--- config.mk ---
export PLATFORM = sky130hd
export DESIGN_NAME = cpu_flat
export DESIGN_NICKNAME = d
export VERILOG_FILES = /design/src/rtl/cpu_if.sv /design/src/rtl/cpu.sv /design/src/flat_wrapper.sv
export SDC_FILE = /design/constraint.sdc
export NUM_CORES = 1
export LEC_CHECK = 0
export CAP_MARGIN = 25
export CORE_UTILIZATION = 53
export DETAILED_ROUTE_END_ITERATION = 8
export MAX_ROUTING_LAYER = met4
export PLACE_DENSITY = 0.76
export SYNTH_ARGS = -nofsm -noshare
export SYNTH_HDL_FRONTEND = slang
export SYNTH_SLANG_ARGS = --single-unit
--- constraint.sdc ---
create_clock -name clk -period 3.7 [get_ports clk]
set_input_delay 0.74 -clock clk [delete_from_list [all_inputs] [get_ports clk]]
set_output_delay 0.74 -clock clk [all_outputs]
set_load 0.03 [all_outputs]
--- src/rtl/cpu_if.sv ---
// cpu_if: cpu memory/IO bus (read data in, write data/address/strobe out)
interface cpu_if;
  logic [15:0] data_in;
  logic [15:0] data_out;
  logic [11:0] address;
  logic memwt;
  modport master(input data_in, output data_out, address, memwt);
  modport slave(output data_in, input data_out, address, memwt);
endinterface

--- src/rtl/cpu.sv ---
// cpu: two-cycle (FETCH/EXEC) 16-bit accumulator cpu with 12-bit address space
module cpu (
  input  logic        clk,
  input  logic        rst,
  cpu_if.master       bus,
  output logic [15:0] pc
);
  typedef enum logic {FETCH, EXEC} state_t;
  state_t state;
  logic [11:0] pc_r;
  logic [15:0] ir, a, a_nxt;
  logic halted;
  logic [3:0] op;
  logic [11:0] k;
  logic [15:0] sk;
  logic [15:0] m;
  assign op = ir[15:12];
  assign k = ir[11:0];
  assign sk = {{4{k[11]}}, k};
  assign m = bus.data_in;
  assign pc = {4'h0, pc_r};
  assign bus.data_out = a;
  assign bus.address = state == EXEC ? k : pc_r;
  assign bus.memwt = state == EXEC && op == 4'h1 && !rst && !halted;
  always_comb begin
    a_nxt = a;
    case (op)
      4'h0: a_nxt = m;
      4'h2: a_nxt = a + m;
      4'h3: a_nxt = a - m;
      4'h4: a_nxt = a & m;
      4'h7: a_nxt = sk;
      4'h8: a_nxt = a | m;
      4'h9: a_nxt = a ^ m;
      4'ha: a_nxt = ~a;
      4'hb: a_nxt = a << 1;
      4'hc: a_nxt = a >> 1;
      default: a_nxt = a;
    endcase
  end
  always_ff @(posedge clk) begin
    if (rst) begin
      pc_r <= '0;
      ir <= '0;
      a <= '0;
      halted <= 1'b0;
      state <= FETCH;
    end else if (!halted) begin
      if (state == FETCH) begin
        ir <= bus.data_in;
        pc_r <= pc_r + 12'd1;
        state <= EXEC;
      end else begin
        state <= FETCH;
        a <= a_nxt;
        halted <= op == 4'hf;
        // JMPR offsets from the pc already advanced past this instruction
        pc_r <= op == 4'h5 ? pc_r + k :
                op == 4'hd || (op == 4'h6 && a == '0) || (op == 4'he && a != '0) ? k : pc_r;
      end
    end
  end
endmodule

--- src/flat_wrapper.sv ---
// flat-port wrapper written by rule: the top's interface ports become plain ports
module cpu_flat 
  (clk, rst, pc, bus_data_in, bus_data_out, bus_address, bus_memwt);
  cpu_if bus_i ();
  input  logic clk;
  input  logic rst;
  output logic [15:0] pc;
  input wire logic [$bits(bus_i.data_in)-1:0] bus_data_in;
  output wire logic [$bits(bus_i.data_out)-1:0] bus_data_out;
  output wire logic [$bits(bus_i.address)-1:0] bus_address;
  output wire logic [$bits(bus_i.memwt)-1:0] bus_memwt;
  assign bus_i.data_in = bus_data_in;
  assign bus_data_out = bus_i.data_out;
  assign bus_address = bus_i.address;
  assign bus_memwt = bus_i.memwt;
  cpu u_core (.clk(clk), .rst(rst), .bus(bus_i), .pc(pc));
endmodule
* Word-level counts from Yosys, hierarchy flattened
Index checks and enable logic that the tools add are counted.
** Storage, ports and cells
- Word-level logic and storage cells :: 55
- Flip-flop bits (word level) :: 46
- Output and inout bits :: 45
** Operators by class
- Add/subtract/negate cells :: 4
- Muxes and demuxes :: 8
- Reductions and logical operators :: 16
- Bitwise logic cells :: 6
- Eq/ne operators :: 16
** Operators by type and width (count)
- $pmux 16 s10 :: 1
- $mux 12 :: 4
- $eq 4x4->1 const B :: 8
- $add 16x16->16 :: 1
- $and 16x16->16 :: 1
- $eq 4x3->1 const B :: 4
- $logic_not 16->1 :: 1
- $not 16->16 :: 1
- $or 16x16->16 :: 1
- $reduce_bool 16->1 :: 1
- $sub 16x16->16 :: 1
- $xor 16x16->16 :: 1
- $add 12x1->12 const B :: 1
- $add 12x12->12 :: 1
- $reduce_bool 10->1 :: 1
- $eq 4x2->1 const B :: 2
- $logic_and 1x1->1 :: 5
- $eq 4x1->1 const B :: 1
- $logic_not 4->1 :: 1
- $reduce_and 2->1 :: 2
- $mux 1 :: 3
- $ne 3x3->1 const B :: 1
- $reduce_and 3->1 :: 1
- $logic_not 1->1 :: 2
- 2 further kinds :: 4

* Depth between registers and ports, before layout
Gate-level depths: netlist (run 1).
- Word-level depth :: 7
- Depth in mapped cells :: 14

* Least setup slack after synthesis (run 1)
No wires, ideal clock.
- Path type :: input port to flip-flop
- Start point :: input port bus_data_in[2]
- End point :: register u_core.a[10] (netlist: u_core.bus.data_out[10])
- Library setup time :: 0.131 ns
- Path slack :: 0.539 ns
- Arrival :: 3.029 ns
- Stages :: 12
- Path through :: nor4_1 > and3_1 > a21oi_1 > xnor2_1 > ha_1 > clkbuf_1 > a21o_1 > a21oi_1 > nand2_1 > xor2_1 > a2111oi_0 > nor3_1
** Between the ends
- Word-level cells in the longest chain between the ends :: 2
- Elaborated cells between the ends (all ways) :: 3
- Classes of those cells :: add/sub: 2; mux: 1
** RTL lines
- from (decl) :: line flat_wrapper.sv:8 : input wire logic [$bits(bus_i.data_in)-1:0] bus_data_in;
- $sub 16x16->16 or $add 16x16->16 (tied branches) :: line cpu.sv:30, cpu.sv:29
- $pmux 16 s10 (*) :: line cpu.sv:27 : case (op)
- to (signal assigned) :: line cpu.sv:55 : a <= a_nxt;
- to (decl) :: line cpu.sv:11 : logic [15:0] ir, a, a_nxt;
Every way passes the cells marked *; elsewhere a longest branch is shown, timed or not.
A chain may end at the register's enable or synchronous reset.

* Worst setup path after layout (run 1)
- Start point :: input port bus_data_in[5]
- End point :: register u_core.a[13] (netlist: u_core.bus.data_out[13])
Same word-level chain as after synthesis.

==> out/qor.yml, run 1 <==
relSlewSlack_pct: 49.1
synth-edff-count: 0
required_ps: 3900
rrSetupSlack_ps: 440
p_sw_share_pct: 43.0
rows: 36
rsz0062_at_grt: "no"
path_class: "primary input to flip-flop"
report.final.slew_viol_count: 0
grt_pass1_wl_um: 29800
post-route-util_pct: 66.5
grt_use_met2_pct: 58.8
route.detailed.drc: 0
worstMarginPinSlew_ps: 761
ys_warn_count: 0
htree_levels: 2
power_leakage_uw: 0.00259
nNetsFinal: 899
cts_tree: "built"
rr_endpoint: "u_core.bus.data_out[9]$_SDFFE_PP0P_"
synth_area_um2: 5400
areaGrowthSynthToFinish_pct: 21.1
dp.cells: 943
whs_ps: 518
hold_viol_final: 0
cp-start-kind: "primary input"
final_cells: 953
drive_above_1_share_pct: 12.3
grt_antenna_before_repair: 0
finalSetupTns_ps: 0
synth_top_flop_cell: "dfxtp_1"
switching_power_uw: 784
cts_buffers: 5
arrival_ps: 3690
top_usage_layer: "met2"
drt-initial-drc-count: 522
async_reset_ff_share_pct: 0
clk_pin_slew_worst_paths_ps: 110
grt_util_met3_pct: 5.69
clk_latency_ps: 320
timing.critical_path.to_type: "flip-flop"
p_int_uw: 1040
clockBufferDepth: 2
post-route-period-util_pct: 94.4
synth_seq_cells: 46
track_usage_pct: 37.8
p_per_area_nw_per_um2: 279
finalWirelength_um: 18800
holdBufCountCts: 0
globalplace.congestion: 0.999
reg2regPathDepth: 12
total_power_uw: 1820
yosysSeqAreaShare_pct: 17.1
first_pass_iters: 5
syn_area_per_cell_um2: 7.32
clock_skew_ps: 12.2
wire_per_inst_um: 19.7
met1_usage_pct: 49.3
gr-total-overflow: 0
fp.dieH_um: 103
fmax_mhz: 286
ir_worst_vdd_v: 0.000251
max_cap_viol_count: 0
post-route-min-period_ps: 3490
antenna_left: 0
root_buffer: "clkbuf_8"
r2r_start: "u_core.ir[14]$_SDFFE_PP0P_"
critPathLaunch: "bus_data_in[5]"
ios: 63
initial_utilization_pct: 54.9
dieArea_um2: 10600
grt_start_max_net_pins: 52
viasPerCell: 6.31
status: "finished, final reports clean"
power.share.sequential_pct: 33.0
crit_end: "u_core.bus.data_out[13]$_SDFFE_PP0P_"
numClockSinks: 46
cp_max_fo: 4
port_buffers: 58
syn_inst: 737
fp.coreArea_um2: 9820
die_x_um: 103
ys_types: 61
hold_path_class: "flip-flop to flip-flop"
route.vias.total: 6017
antenna_cells: 0
grt_pass1_vias: 5615
clockPowerShare_pct: 18.7
dp_hpwl_um: 14200
comb_power_share_pct: 48.3
setup_viol: 0
==> logic make-up after synthesis <==
kind of cell / count (synthesis) / synth area share [%]
AOI/OAI and AO/OA: 235 / 28.3
xor gates and xnor gates: 36 / 5.84
adders and majority gates: 62 / 14.7
buffers and inverters: 90 / 6.68
DFF: 46 / 17.1
muxes: 31 / 6.70
other: 1 / 0.0695
and+or+nand+nor: 236 / 20.6
==> metal layers <==
layer | vias to the layer above | routed length (um)
li1 | 2844 | -
met1 | 2829 | 8110
met2 | 280 | 8640
met3 | 64 | 1370
met4 | 0 | 656
met5 | - | 0
==> timing repair <==
item                                   in CTS  in global routing
buffers inserted                            0                  1
resized for setup                           0                 10
setup endpoints to repair                   0                  4
endpoints found under the hold margin       0                  0
==> critical path: stages <==
cell and delay [ps]:
clkdlybuf4s50_1 450, nor4_2 310, buf_4 180, and3_4 220, a41oi_1 150, xnor2_1 160
ha_1 350, and3_2 250, nand4_1 90, o211ai_1 90, a31oi_1 240, xnor2_1 160
a211oi_2 200, o32ai_1 110
==> cells in the final DEF, fill, tap and decap left out, drive strengths merged, types with 5 or more instances in the layout <==
master / n
clkdlybuf4s50: 57
a221oi: 14
buf: 62
nand3: 11
a22oi: 6
dfxtp: 46
nor3: 11
and2: 7
nand2: 92
nor4: 9
nand4: 9
xor2: 5
o32ai: 7
mux2i: 17
nand2b: 11
nor2b: 14
ha: 60
a21o: 6
inv: 43
or2: 5
o22ai: 17
o21a: 5
mux2: 11
o211ai: 8
and3: 6
nor2: 49
xnor2: 31
or3: 5
clkbuf: 6
a211oi: 16
a21oi: 72
a31oi: 11
o21ai: 39
==> synthesized netlist by cell type, types with 5 or more instances <==
master / count / area [um2]
nand2_1: 92 / 345
a21oi_1: 72 / 360
ha_1: 60 / 751
nor2_1: 49 / 184
dfxtp_1: 46 / 921
inv_1: 43 / 161
o21ai_0: 39 / 195
clkbuf_1: 34 / 128
xnor2_1: 31 / 272
mux2i_1: 17 / 170
o22ai_1: 17 / 106
a211oi_1: 15 / 113
a221oi_1: 14 / 123
nor2b_1: 14 / 87.6
a31oi_1: 11 / 68.8
mux2_2: 11 / 124
nand3_1: 11 / 55.1
nand2b_1: 10 / 62.6
nor3_1: 10 / 50.1
nand4_1: 9 / 56.3
nor4_1: 9 / 56.3
o211ai_1: 8 / 60.1
and2_1: 7 / 43.8
o32ai_1: 7 / 61.3
a21o_1: 6 / 45.0
a22oi_1: 6 / 45.0
and3_1: 6 / 37.5
buf_2: 6 / 30.0
o21a_1: 5 / 37.5
or2_2: 5 / 31.3
or3_1: 5 / 31.3
xor2_1: 5 / 43.8
==> area by class of cell <==
type / instances / area, um2
Fill cell: 956 / 3290
Sequential cell: 46 / 921
Timing Repair Buffer: 119 / 1030
Clock inverter: 2 / 13.8
Inverter: 43 / 161
Multi-Input combinational cell: 604 / 4170
Tap cell: 133 / 166
Clock buffer: 6 / 72.6
==> sequential cells by signal (all words and copies together), names as in the netlist <==
register,flops
u_core.pc_r,12
u_core.halted,1
u_core.ir,16
u_core.bus.data_out,16
u_core.state,1
==> worst min-delay path by stage <==
stage                                    startpoint                         to  slack, ps  cells past startpoint
after floorplan           u_core.ir[5]$_SDFFE_PP0P_  u_core.ir[5]$_SDFFE_PP0P_        470                      2
after detailed placement  u_core.ir[5]$_SDFFE_PP0P_  u_core.ir[5]$_SDFFE_PP0P_        500                      2
after CTS                 u_core.ir[5]$_SDFFE_PP0P_  u_core.ir[5]$_SDFFE_PP0P_        520                      2
final                     u_core.ir[5]$_SDFFE_PP0P_  u_core.ir[5]$_SDFFE_PP0P_        520                      2
after global placement    u_core.ir[5]$_SDFFE_PP0P_  u_core.ir[5]$_SDFFE_PP0P_        500                      2
after global routing      u_core.ir[4]$_SDFFE_PP0P_  u_core.ir[4]$_SDFFE_PP0P_        550                      2
==> per-stage QoR <==
step	setup WS, ps	cell area (um2)
finish	208	6530
global route	34.7	6530
CTS	94.0	6480
detailed placement	-250	6400
global placement	-193	6400
floorplan	539	5410
==> power by group through the flow <==
stage	Sequential [uW]	Combinational, uW	Clock, uW
floorplan	627	512	0
global placement	609	835	0
detailed placement	610	856	0
CTS	599	860	346
global route	606	960	364
finish	602	882	341
No activity file was read; power rests on OpenSTA's default activity.
==> run 2: changes to the inputs <==
- CAP_MARGIN: 25 -> 30
==> run 2 against run 1 <==
Net effect:
- worst hold slack gained 7.4 ps
- critical endpoint unchanged
- combinational power is essentially flat
- setup slack lost 34 ps
- clock skew shrank 2.7 ps
- wire length shrank 0.87%
- critical path type unchanged
- die area is the same
==> out/qor.yml, run 2 (synthesis gave the netlist of run 1 again) <==
status: "finished, final reports clean"
initial_utilization_pct: 54.9
dp_hpwl_um: 14100
worstMarginPinSlew_ps: 724
clockBufferDepth: 2
ios: 63
post-route-period-util_pct: 95.3
numClockSinks: 46
dieArea_um2: 10600
htree_levels: 2
port_buffers: 58
route.detailed.drc: 0
cp_top_family: "compound AO/OA/AOI/OAI gates"
critPathMostFrequentCell: "xnor2_1"
nFillCells: 920
nNetsFinal: 899
clk_latency_ps: 320
clk_pin_slew_worst_paths_ps: 100
post-route-min-period_ps: 3530
viasPerCell: 6.36
grt_pass1_vias: 5510
report.final.slew_viol_count: 0
fp.coreArea_um2: 9820
grt_pass1_wl_um: 29000
max_cap_viol_count: 0
root_buffer: "clkbuf_8"
hold_path_class: "flip-flop to flip-flop"
first_pass_iters: 5
p_per_area_nw_per_um2: 279
drt-initial-drc-count: 519
top_layer: "met4"
die_x_um: 103
cp_slowest_stage_delay_ps: 440
slowest_stage: "clkdlybuf4s50_1"
path_buf_inv: 2
route.vias.total: 6062
finalWirelength_um: 18600
layout_commonest_cell: "nand2_1"
path_class: "primary input to flip-flop"
cp_max_fo: 4
cts_tree: "built"
relSlewSlack_pct: 51.4
hold_viol_final: 0
ir_worst_vdd_v: 0.000245
post_dp_cell_area_um2: 6400
met2_length_um: 8720
globalplace.congestion: 0.999
fp.dieH_um: 103
post-route-util_pct: 66.4
path_cells: "clkdlybuf4s50_1, nor4_2, buf_4, and3_2, a41oi_1, xnor2_1, ha_1, a21oi_2, o21a_1, o211ai_1, a31oi_1, xnor2_1, a211oi_1, o32ai_1"
arrival_ps: 3720
final_area_um2: 6520
rsz0062_at_grt: "yes"
wl_met1_um: 8110
drive_above_1_share_pct: 12.1
wire_per_inst_um: 19.5
power_leakage_uw: 0.00259
grt_start_max_net_pins: 52
setup_viol: 0
areaGrowthSynthToFinish_pct: 20.9
timing.critical_path.to_type: "flip-flop"
layout_common_cells: "nand2_1, a21oi_1, buf_4, ha_1, clkdlybuf4s50_1"
fmax_mhz: 284
required_ps: 3890
cts_buffers: 5
gr-total-overflow: 0
track_usage_pct: 37.0
antenna_cells: 0
dr_wl_met3_um: 1300
rows: 36
grt_antenna_before_repair: 0
clock_skew_ps: 9.54
antenna_left: 0
cp-start-kind: "primary input"
[run 2: area by class of cell]
| type | count | area, um2 | area share (%) |
|---|---|---|---|
| Timing Repair Buffer | 119 | 1030 | 15.8 |
| Inverter | 43 | 161 | 2.47 |
| Sequential cell | 46 | 921 | 14.1 |
| Clock inverter | 2 | 13.8 | 0.211 |
| Clock buffer | 6 | 72.6 | 1.11 |
| Tap cell | 133 | 166 | 2.55 |
| Multi-Input combinational cell | 604 | 4160 | 63.7 |
[run 2: worst paths after layout]
kind | endpoint | cells past startpoint | startpoint | slack (ps)
setup / recovery | u_core.bus.data_out[13]$_SDFFE_PP0P_ | 14 | bus_data_in[5] | 170
setup reg to reg | u_core.bus.data_out[10]$_SDFFE_PP0P_ | 12 | u_core.ir[14]$_SDFFE_PP0P_ | 440
hold reg to reg | u_core.ir[5]$_SDFFE_PP0P_ | 2 | u_core.ir[5]$_SDFFE_PP0P_ | 530
hold / removal | u_core.ir[5]$_SDFFE_PP0P_ | 2 | u_core.ir[5]$_SDFFE_PP0P_ | 530
[run 2: timing repair]
action / in CTS / in global routing
endpoints found under the setup margin: 0 / 4
buffers inserted: 0 / 1
hold buffers: 0 / 0
gates resized for setup: 0 / 8
[run 2: worst reg2reg max path, delay by kind of cell (launching register included)]
family / cells / cell delay, ps
DFF: 1 / 320
buffers and inverters: 1 / 240
AOI/OAI and AO/OA: 3 / 860
and+or+nand+nor: 5 / 880
xor gates and xnor gates: 1 / 160
muxes: 1 / 190
adders and majority gates: 1 / 470
[run 2: layer usage]
layer / track usage (%) / vias up
met3: 4.95 / 44
met1: 49.5 / 2895
met5: - / -
li1: - / 2849
met2: 57.4 / 274
met4: 12.2 / 0
[run 2: where the power goes]
part / switching, uW / leakage (uW) / internal, uW
clock: 204 / 0.0000452 / 134
sequential: 71.8 / 0.000378 / 529
combinational: 504 / 0.00217 / 377
total: 779 / 0.00259 / 1040
[run 2: metrics by stage]
step	cells	hold slack (ps)	setup TNS, ps	worst slack (ps)	total power (uW)
after global placement	943	497	-635	-193	1440
after CTS	952	519	0	91.5	1800
after global routing	953	538	-45.8	-34.2	1920
final	953	526	0	173	1820
after floorplan	740	467	0	539	1140
after detailed placement	944	505	-970	-250	1470
==> run 3: changes to the inputs <==
- CAP_MARGIN: 30 -> not set
- HOLD_SLACK_MARGIN: not set -> 0.02
==> run 3 against run 2 <==
Net effect:
- die area stayed put
- setup slack better by 25 ps
- via count fell by 0.33%
- worst hold slack got worse by 6.3 ps
- combinational power barely moved
- total power grew 0.12%
- global-route usage is 0.79 points higher
- critical path depth unchanged
- critical path type unchanged
- critical endpoint unchanged
- largest cell class unchanged
- largest power group unchanged
==> out/qor.yml, run 3 (synthesis gave the netlist of run 1 again) <==
fp.dieH_um: 103
rows: 36
route.vias.total: 6042
grt_pass1_wl_um: 29800
hold_path_class: "flip-flop to flip-flop"
post-route-period-util_pct: 94.6
grt_pass1_vias: 5615
report.final.slew_viol_count: 0
drive_above_1_share_pct: 12.2
required_ps: 3900
place_ws_ps: -250
numClockSinks: 46
globalplace.congestion: 0.999
cts_tree: "built"
grt_antenna_before_repair: 0
relSlewSlack_pct: 24.5
hold_path_depth: 2
layout_commonest_cell: "nand2_1"
root_buffer: "clkbuf_8"
viasPerCell: 6.35
p_per_area_nw_per_um2: 279
antenna_cells: 0
dp_hpwl_um: 14200
cp-start-kind: "primary input"
cp_max_fo: 4
drt-initial-drc-count: 501
initial_utilization_pct: 54.9
die_x_um: 103
finalWirelength_um: 18700
dieArea_um2: 10600
post_dp_cell_area_um2: 6400
clk_latency_ps: 320
route.detailed.drc: 0
track_usage_pct: 37.8
whs_endpoint: "u_core.ir[5]$_SDFFE_PP0P_"
layout_common_cells: "nand2_1, a21oi_1, ha_1, buf_4, clkdlybuf4s50_1"
status: "finished, final reports clean"
rsz0062_at_grt: "no"
areaGrowthSynthToFinish_pct: 21.0
post-route-min-period_ps: 3500
path_class: "primary input to flip-flop"
arrival_ps: 3700
setup_ws_ps: 198
rr_endpoint: "u_core.bus.data_out[9]$_SDFFE_PP0P_"
wire_per_inst_um: 19.6
r2r_start: "u_core.ir[14]$_SDFFE_PP0P_"
power_leakage_uw: 0.00258
gr-total-overflow: 0
final_area_um2: 6530
first_pass_iters: 6
clock_skew_ps: 11.3
ir_worst_vdd_v: 0.000251
port_buffers: 58
htree_levels: 2
cts_buffers: 5
clockBufferDepth: 2
rrSetupSlack_ps: 480
min_from: "u_core.ir[5]$_SDFFE_PP0P_"
nNetsFinal: 898
whs_ps: 519
antenna_left: 0
worstMarginPinSlew_ps: 1130
max_cap_viol_count: 0
grt_start_max_net_pins: 52
total_power_uw: 1820
setup_viol: 0
fp.coreArea_um2: 9820
ios: 63
hold_viol_final: 0
timing.critical_path.to_type: "flip-flop"
fmax_mhz: 286
clk_pin_slew_worst_paths_ps: 110
reg2regPathDepth: 12
[run 3: cell types whose count changed in the layout (fill, tap and decap cells not counted)]
| cell | before | now |
|---|---|---|
| a211oi_1 | 15 | 14 |
| a211oi_2 | 1 | 2 |
| and3_1 | 4 | 3 |
| and3_4 | 1 | 2 |
| buf_4 | 61 | 60 |
[run 3: per-stage QoR]
stage	cells	TNS (ps)	util, %
final	952	0	66.5
after CTS	951	0	66.0
after floorplan	740	0	-
after global placement	943	-635	65.2
after global routing	952	0	66.5
after detailed placement	943	-926	65.2
[run 3: per-layer routing]
metal  vias up  wire length (um)  GRT usage [%]
li1       2843                 -              -
met1      2856              8040           49.3
met2       276              8590           58.8
met3        67              1390           5.69
met4         0               686           14.4
met5         -                 0              -
[run 3: critical path, cell delays in order]
cell and delay (ps):
clkdlybuf4s50_1 450, nor4_2 310, buf_4 180, and3_4 220, a41oi_1 140, xnor2_1 160
ha_1 350, and3_2 250, nand4_1 90, o211ai_1 90, a31oi_1 240, xnor2_1 160
a211oi_2 200, o32ai_1 110
[run 3: what timing repair did]
item                                    CTS  global route
endpoints found under the setup margin    0             4
hold buffers                              0             0
buffers inserted                          0             1
gates resized for setup                   0            10
[run 3: power by group]
part	switching, uW	internal (uW)	total (uW)
logic	504	376	880
clock network	206	134	341
registers	71.9	529	601
[run 3: how the worst max path moves through the flow]
stage                              start                                   end  slack [ps]  cells after the start
after floorplan           bus_data_in[2]  u_core.bus.data_out[10]$_SDFFE_PP0P_         540                     12
after global placement    bus_data_in[2]  u_core.bus.data_out[13]$_SDFFE_PP0P_        -190                     14
after detailed placement  bus_data_in[2]  u_core.bus.data_out[13]$_SDFFE_PP0P_        -250                     14
after CTS                 bus_data_in[2]  u_core.bus.data_out[13]$_SDFFE_PP0P_          90                     14
after global routing      bus_data_in[5]  u_core.bus.data_out[13]$_SDFFE_PP0P_          30                     14
final                     bus_data_in[5]  u_core.bus.data_out[13]$_SDFFE_PP0P_         200                     14
[run 3: cell type report]
type | count | area, um2
Inverter | 43 | 161
Clock inverter | 2 | 13.8
Timing Repair Buffer | 118 | 1030
Fill cell | 955 | 3290
Sequential cell | 46 | 921
Clock buffer | 6 | 72.6
Tap cell | 133 | 166
Multi-Input combinational cell | 604 | 4170
